## config.mk

```make
export PLATFORM = sky130hd
export DESIGN_NAME = ram_port0_master
export DESIGN_NICKNAME = d
export VERILOG_FILES = /design/src/rtl/ram_port0_pkg.sv /design/src/rtl/ram_port0_fifo.sv /design/src/rtl/ram_port0_master.sv
export SDC_FILE = /design/constraint.sdc
export NUM_CORES = 1
export LEC_CHECK = 0
export ABC_CLOCK_PERIOD_IN_PS = 7650
export CAP_MARGIN = 10
export CORE_MARGIN = 4
export CORE_UTILIZATION = 55
export CTS_CLUSTER_DIAMETER = 150
export DETAILED_ROUTE_END_ITERATION = 7
export GPL_TIMING_DRIVEN = 0
export PLACE_DENSITY = 0.78
export SLEW_MARGIN = 20
export SYNTH_ARGS = -nofsm -noshare
export SYNTH_HDL_FRONTEND = slang
export SYNTH_HIERARCHICAL = 1
export SYNTH_SLANG_ARGS = --single-unit
```

## constraint.sdc

```tcl
create_clock -name clk0 -period 7.65 [get_ports clk0]
set_input_delay 1.53 -clock clk0 [delete_from_list [all_inputs] [get_ports clk0]]
set_output_delay 1.53 -clock clk0 [all_outputs]
set_load 0.01 [all_outputs]
```

## src/rtl/ram_port0_pkg.sv

```systemverilog
// Shared types and widths for the RAM port0 master.
`ifndef DATA_WIDTH
`define DATA_WIDTH 32
`endif
`ifndef ADDR_WIDTH
`define ADDR_WIDTH 8
`endif

package ram_port0_pkg;

    localparam int DW          = `DATA_WIDTH;
    localparam int AW          = `ADDR_WIDTH;
    localparam int WMASK_WIDTH = DW / 4;

    typedef struct packed {
        logic                   we;
        logic [AW-1:0]          addr;
        logic [DW-1:0]          wdata;
        logic [WMASK_WIDTH-1:0] wmask;
    } req_t;

    typedef logic [DW-1:0] rsp_t;

    typedef enum logic {
        IDLE,
        ACCESS
    } state_e;

endpackage

```

## src/rtl/ram_port0_fifo.sv

```systemverilog
// Synchronous FIFO with registered storage and an occupancy count.
module ram_port0_fifo #(
    parameter int WIDTH = 8,
    parameter int DEPTH = 4
) (
    input  logic                   clk_i,
    input  logic                   rst_i,
    input  logic                   push_i,
    input  logic [WIDTH-1:0]       data_i,
    input  logic                   pop_i,
    output logic [WIDTH-1:0]       data_o,
    output logic [$clog2(DEPTH):0] count_o
);

    localparam int PW = $clog2(DEPTH);
    localparam int CW = PW + 1;

    logic [WIDTH-1:0] mem_q [DEPTH];
    logic [PW-1:0]    wr_q;
    logic [PW-1:0]    rd_q;
    logic [CW-1:0]    count_q;

    always_ff @(posedge clk_i) begin
        if (push_i) begin
            mem_q[wr_q] <= data_i;
        end
    end

    // Pointers wrap naturally because DEPTH is a power of two.
    always_ff @(posedge clk_i or posedge rst_i) begin
        if (rst_i) begin
            wr_q    <= '0;
            rd_q    <= '0;
            count_q <= '0;
        end else begin
            if (push_i) wr_q <= wr_q + 1'b1;
            if (pop_i)  rd_q <= rd_q + 1'b1;
            count_q <= count_q + CW'(push_i) - CW'(pop_i);
        end
    end

    assign data_o  = mem_q[rd_q];
    assign count_o = count_q;

endmodule

```

## src/rtl/ram_port0_master.sv

```systemverilog
// In-order request master driving a single synchronous RAM port.
`ifndef DATA_WIDTH
`define DATA_WIDTH 32
`endif
`ifndef ADDR_WIDTH
`define ADDR_WIDTH 8
`endif

module ram_port0_master
    import ram_port0_pkg::*;
#(
    parameter int DATA_WIDTH = `DATA_WIDTH,
    parameter int ADDR_WIDTH = `ADDR_WIDTH,
    parameter int REQ_DEPTH  = 4,
    parameter int RSP_DEPTH  = 4
) (
    input  logic                    clk0,
    input  logic                    rst0,
    input  logic                    req_valid,
    output logic                    req_ready,
    input  logic                    req_we,
    input  logic [ADDR_WIDTH-1:0]   req_addr,
    input  logic [DATA_WIDTH-1:0]   req_wdata,
    input  logic [DATA_WIDTH/4-1:0] req_wmask,
    output logic                    rsp_valid,
    input  logic                    rsp_ready,
    output logic [DATA_WIDTH-1:0]   rsp_rdata,
    output logic                    cs0,
    output logic                    we0,
    output logic [DATA_WIDTH/4-1:0] wmask0,
    output logic [ADDR_WIDTH-1:0]   addr0,
    output logic [DATA_WIDTH-1:0]   din0,
    input  logic [DATA_WIDTH-1:0]   dout0,
    output logic                    idle
);

    localparam int RQ_CW = $clog2(REQ_DEPTH) + 1;
    localparam int RS_CW = $clog2(RSP_DEPTH) + 1;

    state_e                  state_q;
    logic                    we0_q;
    logic [DATA_WIDTH/4-1:0] wmask0_q;
    logic [ADDR_WIDTH-1:0]   addr0_q;
    logic [DATA_WIDTH-1:0]   din0_q;
    logic                    rd2_q;
    logic                    rdy_q;

    req_t             in_req;
    req_t             fifo_head;
    req_t             head;
    rsp_t             rs_head;
    logic [RQ_CW-1:0] rq_count;
    logic [RS_CW-1:0] rs_count;
    logic             rq_empty;
    logic             rs_empty;
    logic             accept;
    logic             rd1;
    logic             credit;
    logic             issue;
    logic             rq_push;
    logic             rq_pop;
    logic             rs_pop;

    assign in_req = '{we: req_we, addr: req_addr,
                      wdata: req_wdata, wmask: req_wmask};

    assign rq_empty  = (rq_count == '0);
    assign rs_empty  = (rs_count == '0);
    assign req_ready = rdy_q && (rq_count != RQ_CW'(REQ_DEPTH));
    assign accept    = req_valid && req_ready;

    // An empty queue lets the incoming request issue on its accept edge.
    assign head   = rq_empty ? in_req : fifo_head;
    assign rd1    = (state_q == ACCESS) && !we0_q;
    assign credit = (int'(rs_count) + int'(rd1) + int'(rd2_q)) < RSP_DEPTH;
    assign issue  = (!rq_empty || accept) && (head.we || credit);

    assign rq_push = accept && !(rq_empty && issue);
    assign rq_pop  = issue && !rq_empty;
    assign rs_pop  = rsp_valid && rsp_ready;

    ram_port0_fifo #(
        .WIDTH ($bits(req_t)),
        .DEPTH (REQ_DEPTH)
    ) u_req_fifo (
        .clk_i   (clk0),
        .rst_i   (rst0),
        .push_i  (rq_push),
        .data_i  (in_req),
        .pop_i   (rq_pop),
        .data_o  (fifo_head),
        .count_o (rq_count)
    );

    ram_port0_fifo #(
        .WIDTH ($bits(rsp_t)),
        .DEPTH (RSP_DEPTH)
    ) u_rsp_fifo (
        .clk_i   (clk0),
        .rst_i   (rst0),
        .push_i  (rd2_q),
        .data_i  (dout0),
        .pop_i   (rs_pop),
        .data_o  (rs_head),
        .count_o (rs_count)
    );

    always_ff @(posedge clk0 or posedge rst0) begin
        if (rst0) begin
            state_q  <= IDLE;
            we0_q    <= 1'b0;
            wmask0_q <= '0;
            addr0_q  <= '0;
            din0_q   <= '0;
            rd2_q    <= 1'b0;
            rdy_q    <= 1'b0;
        end else begin
            rdy_q <= 1'b1;
            rd2_q <= rd1;
            if (issue) begin
                state_q  <= ACCESS;
                we0_q    <= head.we;
                addr0_q  <= head.addr;
                wmask0_q <= head.we ? head.wmask : '1;
                if (head.we) din0_q <= head.wdata;
            end else begin
                state_q  <= IDLE;
                we0_q    <= 1'b0;
                wmask0_q <= '0;
            end
        end
    end

    assign cs0       = (state_q == ACCESS);
    assign we0       = we0_q;
    assign wmask0    = wmask0_q;
    assign addr0     = addr0_q;
    assign din0      = din0_q;
    assign rsp_valid = !rs_empty;
    assign rsp_rdata = rs_head;
    assign idle      = rq_empty && !rd1 && !rd2_q && rs_empty;

endmodule
```

# Word level (Yosys, flattened, before mapping)
# Memory sizes are Yosys's and may differ from the RTL's.
# Index checks and enable logic that the tools add are counted.
[totals]
mem_count = 2
inputBits = 85
ramBits = 324
out_inout_bits = 85
register_bits = 66
[classes]
addsub = 10
eq_ne = 1
n_mux = 9
magnitude_cmp = 1
reduce_logical = 22
[memory_table]
columns = ["memory", "words", "word_bits", "rd", "rd_ports_with_merged_regs", "write_ports", "line_no", "text"]
rows = [
  ["u_req_fifo.mem_q", 4, 49, 1, 0, 1, "ram_port0_fifo.sv:18", "logic [WIDTH-1:0] mem_q [DEPTH];"],
  ["u_rsp_fifo.mem_q", 4, 32, 1, 0, 1, "ram_port0_fifo.sv:18", ""],
]
[ops]
columns = ["operator", "count"]
rows = [
  ["$mux 49", 1],
  ["$mux 8", 2],
  ["$logic_and 1x1->1", 11],
  ["$add 2x1->2 const B", 4],
  ["$add 3x1->3", 2],
  ["$logic_not 1->1", 6],
  ["$logic_not 3->1", 2],
  ["$mux 1", 6],
  ["$sub 3x1->3", 2],
  ["$add 4x1->5", 1],
  ["$lt 5x3->1 const B", 1],
  ["$add 3x1->4", 1],
  ["$ne 3x3->1 const B", 1],
  ["$logic_or 1x1->1", 2],
  ["$reduce_and 2->1", 1],
]

# Logic depth before layout (Yosys ltp)
[logic_depth]
depth_word = 12
mapped_depth = 11
depth_no_buf = 10

# Hierarchy
# The synthesis kept the hierarchy.
[by_module_without_submodules]
columns = ["mod", "seq_area_each_um2", "area_per_inst_um2", "cells_each", "instances"]
rows = [
  ["ram_port0_fifo at u_req_fifo", 6060.8, 7511.0, 290, 1],
  ["ram_port0_fifo at u_rsp_fifo", 4018.9, 5047.3, 201, 1],
  ["ram_port0_master", 1301.2, 2733.9, 225, 1],
]

# Worst setup path before layout
# No wires, ideal clock.
[synth_path]
path_kind = "input port to flip-flop"
start = "in req_valid"
end = "mem u_req_fifo/mem_q[0][0] (netlist name) (enable)"
stages = 4
path_slack_ps = 3572
arrival_time_ps = 3666
n_path_buf = 1
required_ps = 7239
cell_sequence = "and2_1 > clkbuf_1 > a21boi_0 > and2_1"
[synth_via]
elab_chain_len = 8
[synth_rtl]
columns = ["element", "line_no", "text"]
rows = [
  ["from (decl)", "ram_port0_master.sv:19", "input logic req_valid,"],
  ["$logic_and 1x1->1 (*)", "ram_port0_master.sv:70", "assign accept = req_valid && req_ready;"],
  ["$logic_or 1x1->1", "ram_port0_master.sv:76", "assign issue = (!rq_empty || accept) && (head.we || credit);"],
  ["$logic_and 1x1->1", "ram_port0_master.sv:76", ""],
  ["$logic_and 1x1->1", "ram_port0_master.sv:78", "assign rq_push = accept && !(rq_empty && issue);"],
  ["$logic_not 1->1", "ram_port0_master.sv:78", ""],
  ["$logic_and 1x1->1 (*)", "ram_port0_master.sv:78", ""],
  ["via rq_push", "ram_port0_master.sv:60", "logic rq_push;"],
  ["$mux 1 (*)", "ram_port0_fifo.sv:24", "if (push_i) begin"],
  ["$mux 1 (not written as such) (*)", "ram_port0_fifo.sv:25", "mem_q[wr_q] <= data_i;"],
  ["to (decl)", "ram_port0_fifo.sv:18", ""],
]
# The timed path passes the listed nets; every way through them passes the cells marked *.

# Worst setup path after layout
[layout_path]
start = "reg u_req_fifo.count_q[1] (netlist: u_req_fifo/count_o[1])"
end = "out idle"
[layout_via]
elab_chain_len = 4
[layout_rtl]
columns = ["element", "line_no", "text"]
rows = [
  ["from (decl)", "ram_port0_fifo.sv:21", "logic [CW-1:0] count_q;"],
  ["from (signal assigned)", "ram_port0_fifo.sv:38", "count_q <= count_q + CW'(push_i) - CW'(pop_i);"],
  ["$logic_not 3->1", "ram_port0_master.sv:67", "assign rq_empty = (rq_count == '0);"],
  ["$logic_and 1x1->1 (3 in series)", "ram_port0_master.sv:141", "assign idle = rq_empty && !rd1 && !rd2_q && rs_empty;"],
  ["to (decl)", "ram_port0_master.sv:34", "output logic idle"],
]
# No other way between the ends.

==> flow_summary.ini <==
[status]
status = complete, no violations

[synthesis]
synthDominantCellAreaShare_pct = 63.6
synth_fp_nets = 816
ys_seq_area_share_pct = 74.4
ys_async_sr_fraction_pct = 16.9
syn_avg_cell_area_um2 = 21.4
synthTopCellsByArea = edfxtp_1 64%, mux4_2 11%, dfrtp_1 11%
synth_cell_type_count = 36
synth_edf_count = 324
netlist_area_mm2 = 0.0153
yosysTopAreaCell = edfxtp_1
ys_warn_count = 6
netlist_instances = 716
ys_ff_latch = 390
synth_ff_type = edfxtp_1

[global_route]
grt_antenna_before_repair = 3
gr-usage-all-layers_pct = 19.8
grt_pass1_wl_um = 46900
grt_max_degree = 38
grt-ovfl-total = 0
grt_pass1_vias = 8165

[timing]
fin_crit_sh_pct = 58.9
finalSetupViolCount = 0
skew_ns = 0.0184
worstMarginPinSlew_ns = 1.01
rsz0062_at_grt = no
fmax_mhz = 222
relSlewSlack_pct = 31.8
fin_ws_ns = 3.14
slew_viol_final = 0
finalHoldViolations = 0
period_needed_ns = 4.51
finalSetupTns_ns = 0

[finish]
area_growth_pct = 24.3
final_util_pct = 70.0
num_antenna_cells = 0
fill_cells = 1730
fin_nets = 1035
drive_gt1_share_pct = 24.9

[clocking]
cts_tree = done
cts.sinks = 390
hold_buffers = 0
clock-root-buffer = clkbuf_16
post_cts_resized = 0
numCtsBuffers = 39
clk_latency_ns = 0.53
clk_path_buf_depth = 3
clk_pin_slew_worst_paths_ns = 0.06
post_cts_buffers = 0
htree_levels = 2

[placement]
gp_congestion = 0.728
portBuffers = 169
hpwl_um = 19700
preCtsSetupSlack_ns = 3.13

[power_and_ir_drop]
powerDensity_mw_per_mm2 = 408
leakagePower_nw = 6.50
ir_drop_v = 0.000286

[die]
ios = 170
start_util_pct = 56.3
die_y_um = 175
rows = 60
fp.dieW_um = 175
coreArea_mm2 = 0.0272
design.die.area_mm2 = 0.0305

[worst_hold_path]
hp-class = flip-flop to flip-flop

[route]
vias_per_cell = 5.66
routedWlPerCell_um = 22.4
dr.pass1.iters = 5
drc = 0
drtIter0Drc = 660
via_count = 7569
wl_um = 29900
ant_nets = 0

[flow_run]
maxCapViolations = 0

[worst_setup_path]
worst_path_most_repeated_cell = clkbuf_1
critPathKind = flip-flop to output port
cp-end-kind = output port
cp.required_ns = 6.12
r2r_slack_ns = 4.15
path_max_fanout = 10
critPathBufInv = 3
cp_top_family = buffers and inverters
cp_slowest_stage_delay_ns = 0.65
critPathSlowestCell = clkdlybuf4s50_1
worstSetupStartpointType = flip-flop
arrival_ns = 2.98
crit_chain = clkbuf_1 > or3_1 > clkbuf_1 > nor4_1 > clkdlybuf4s50_1
==> routing by layer <==
metal / wire (µm) / track usage (%)
met4: 650 / 5.63
met1: 12200 / 26.5
met2: 15000 / 33.2
met5: 38 / 0
met3: 1940 / 4.57
==> sequential cells by signal (all words and copies together), names as in the netlist <==
register and count:
addr0 8, u_rsp_fifo/wr_q 2, u_req_fifo/rd_q 2, cs0 1
u_req_fifo/wr_q 2, u_rsp_fifo/rd_q 2, u_req_fifo/count_o 3, din0 32
u_rsp_fifo/mem_q 128, wmask0 8, rdy_q 1, we0 1
u_rsp_fifo/count_o 3, u_req_fifo/mem_q 196, rd2_q 1
==> report_power, final <==
part | internal (mW) | switching [mW] | total, mW
clock network | 1.22 | 0.749 | 1.97
logic | 1.55 | 1.29 | 2.84
registers | 2.77 | 0.169 | 2.94
==> logic make-up after synthesis <==
family | share of synthesized area (%)
xor gates and xnor gates | 0.573
muxes | 16.8
AOI/OAI and AO/OA | 2.66
and+or+nand+nor | 1.57
other | 0.0245
DFF | 74.4
buffers and inverters | 2.66
adders and majority gates | 1.33
==> synth_stat cells, types with 2 or more instances <==
cell type / number
o21ai_0: 11
a311oi_1: 8
nor2_1: 4
o221ai_1: 8
xor2_1: 4
inv_1: 15
buf_2: 11
xnor2_1: 6
fa_1: 2
ha_1: 13
or3_1: 2
and2_1: 10
mux2_2: 64
edfxtp_1: 324
a31oi_1: 8
dfrtp_1: 66
mux4_1: 5
mux4_2: 76
clkbuf_1: 12
nand2_1: 29
buf_6: 8
buf_12: 8
a21boi_0: 2
o31a_1: 8
==> layout make-up <==
cell class / instances / area, µm² / share of cell area [%]
Buffer: 39 / 350 / 1.84
Clock buffer: 60 / 1130 / 5.93
Tap cell: 372 / 465 / 2.45
Timing Repair Buffer: 178 / 1910 / 10.0
Sequential cell: 390 / 11400 / 59.9
Multi-Input combinational cell: 272 / 3520 / 18.5
Clock inverter: 11 / 204 / 1.07
Inverter: 15 / 58.8 / 0.309
==> final timing paths <==
| path | startpoint | end | cells after the start |
|---|---|---|---|
| max | u_req_fifo/count_o[1] | idle | 5 |
| min | din0[2] | din0[2] | 1 |
| max reg2reg | rd2_q | u_req_fifo/mem_q[2][29] | 7 |
| min reg2reg | din0[2] | din0[2] | 1 |
| max in group asynchronous | rst0 | din0[25] | 3 |
| min in group asynchronous | rst0 | u_rsp_fifo/count_o[1] | 2 |
==> layout by cell type, fill, tap and decap left out, drive strengths merged, types with 2 or more instances in the layout <==
| cell | netlist | routed |
|---|---|---|
| edfxtp | 324 | 324 |
| clkdlybuf4s50 | 0 | 169 |
| mux4 | 81 | 81 |
| clkbuf | 12 | 72 |
| dfrtp | 66 | 66 |
| mux2 | 64 | 64 |
| buf | 27 | 36 |
| nand2 | 29 | 29 |
| inv | 15 | 15 |
| ha | 13 | 13 |
| o21ai | 11 | 11 |
| and2 | 10 | 10 |
| o31a | 8 | 8 |
| a31oi | 8 | 8 |
| o221ai | 8 | 8 |
| a311oi | 8 | 8 |
| bufinv | 0 | 6 |
| xnor2 | 6 | 6 |
| nor2 | 4 | 4 |
| xor2 | 4 | 4 |
| clkinv | 0 | 4 |
| or3 | 2 | 2 |
| a21boi | 2 | 2 |
| fa | 2 | 2 |
==> through the flow <==
stage | area (µm²) | instances | power (mW) | hold slack [ns]
2_1_floorplan | 15300 | 716 | 4.74 | 0.494
3_3_place_gp | 17400 | 1257 | 5.73 | 0.493
3_5_place_dp | 17700 | 1266 | 5.86 | 0.495
4_1_cts | 19000 | 1337 | 7.85 | 0.508
5_1_grt | 19000 | 1337 | 8.16 | 0.524
6_report | 19000 | 1337 | 7.75 | 0.505
(Power assumes the default switching activity.)
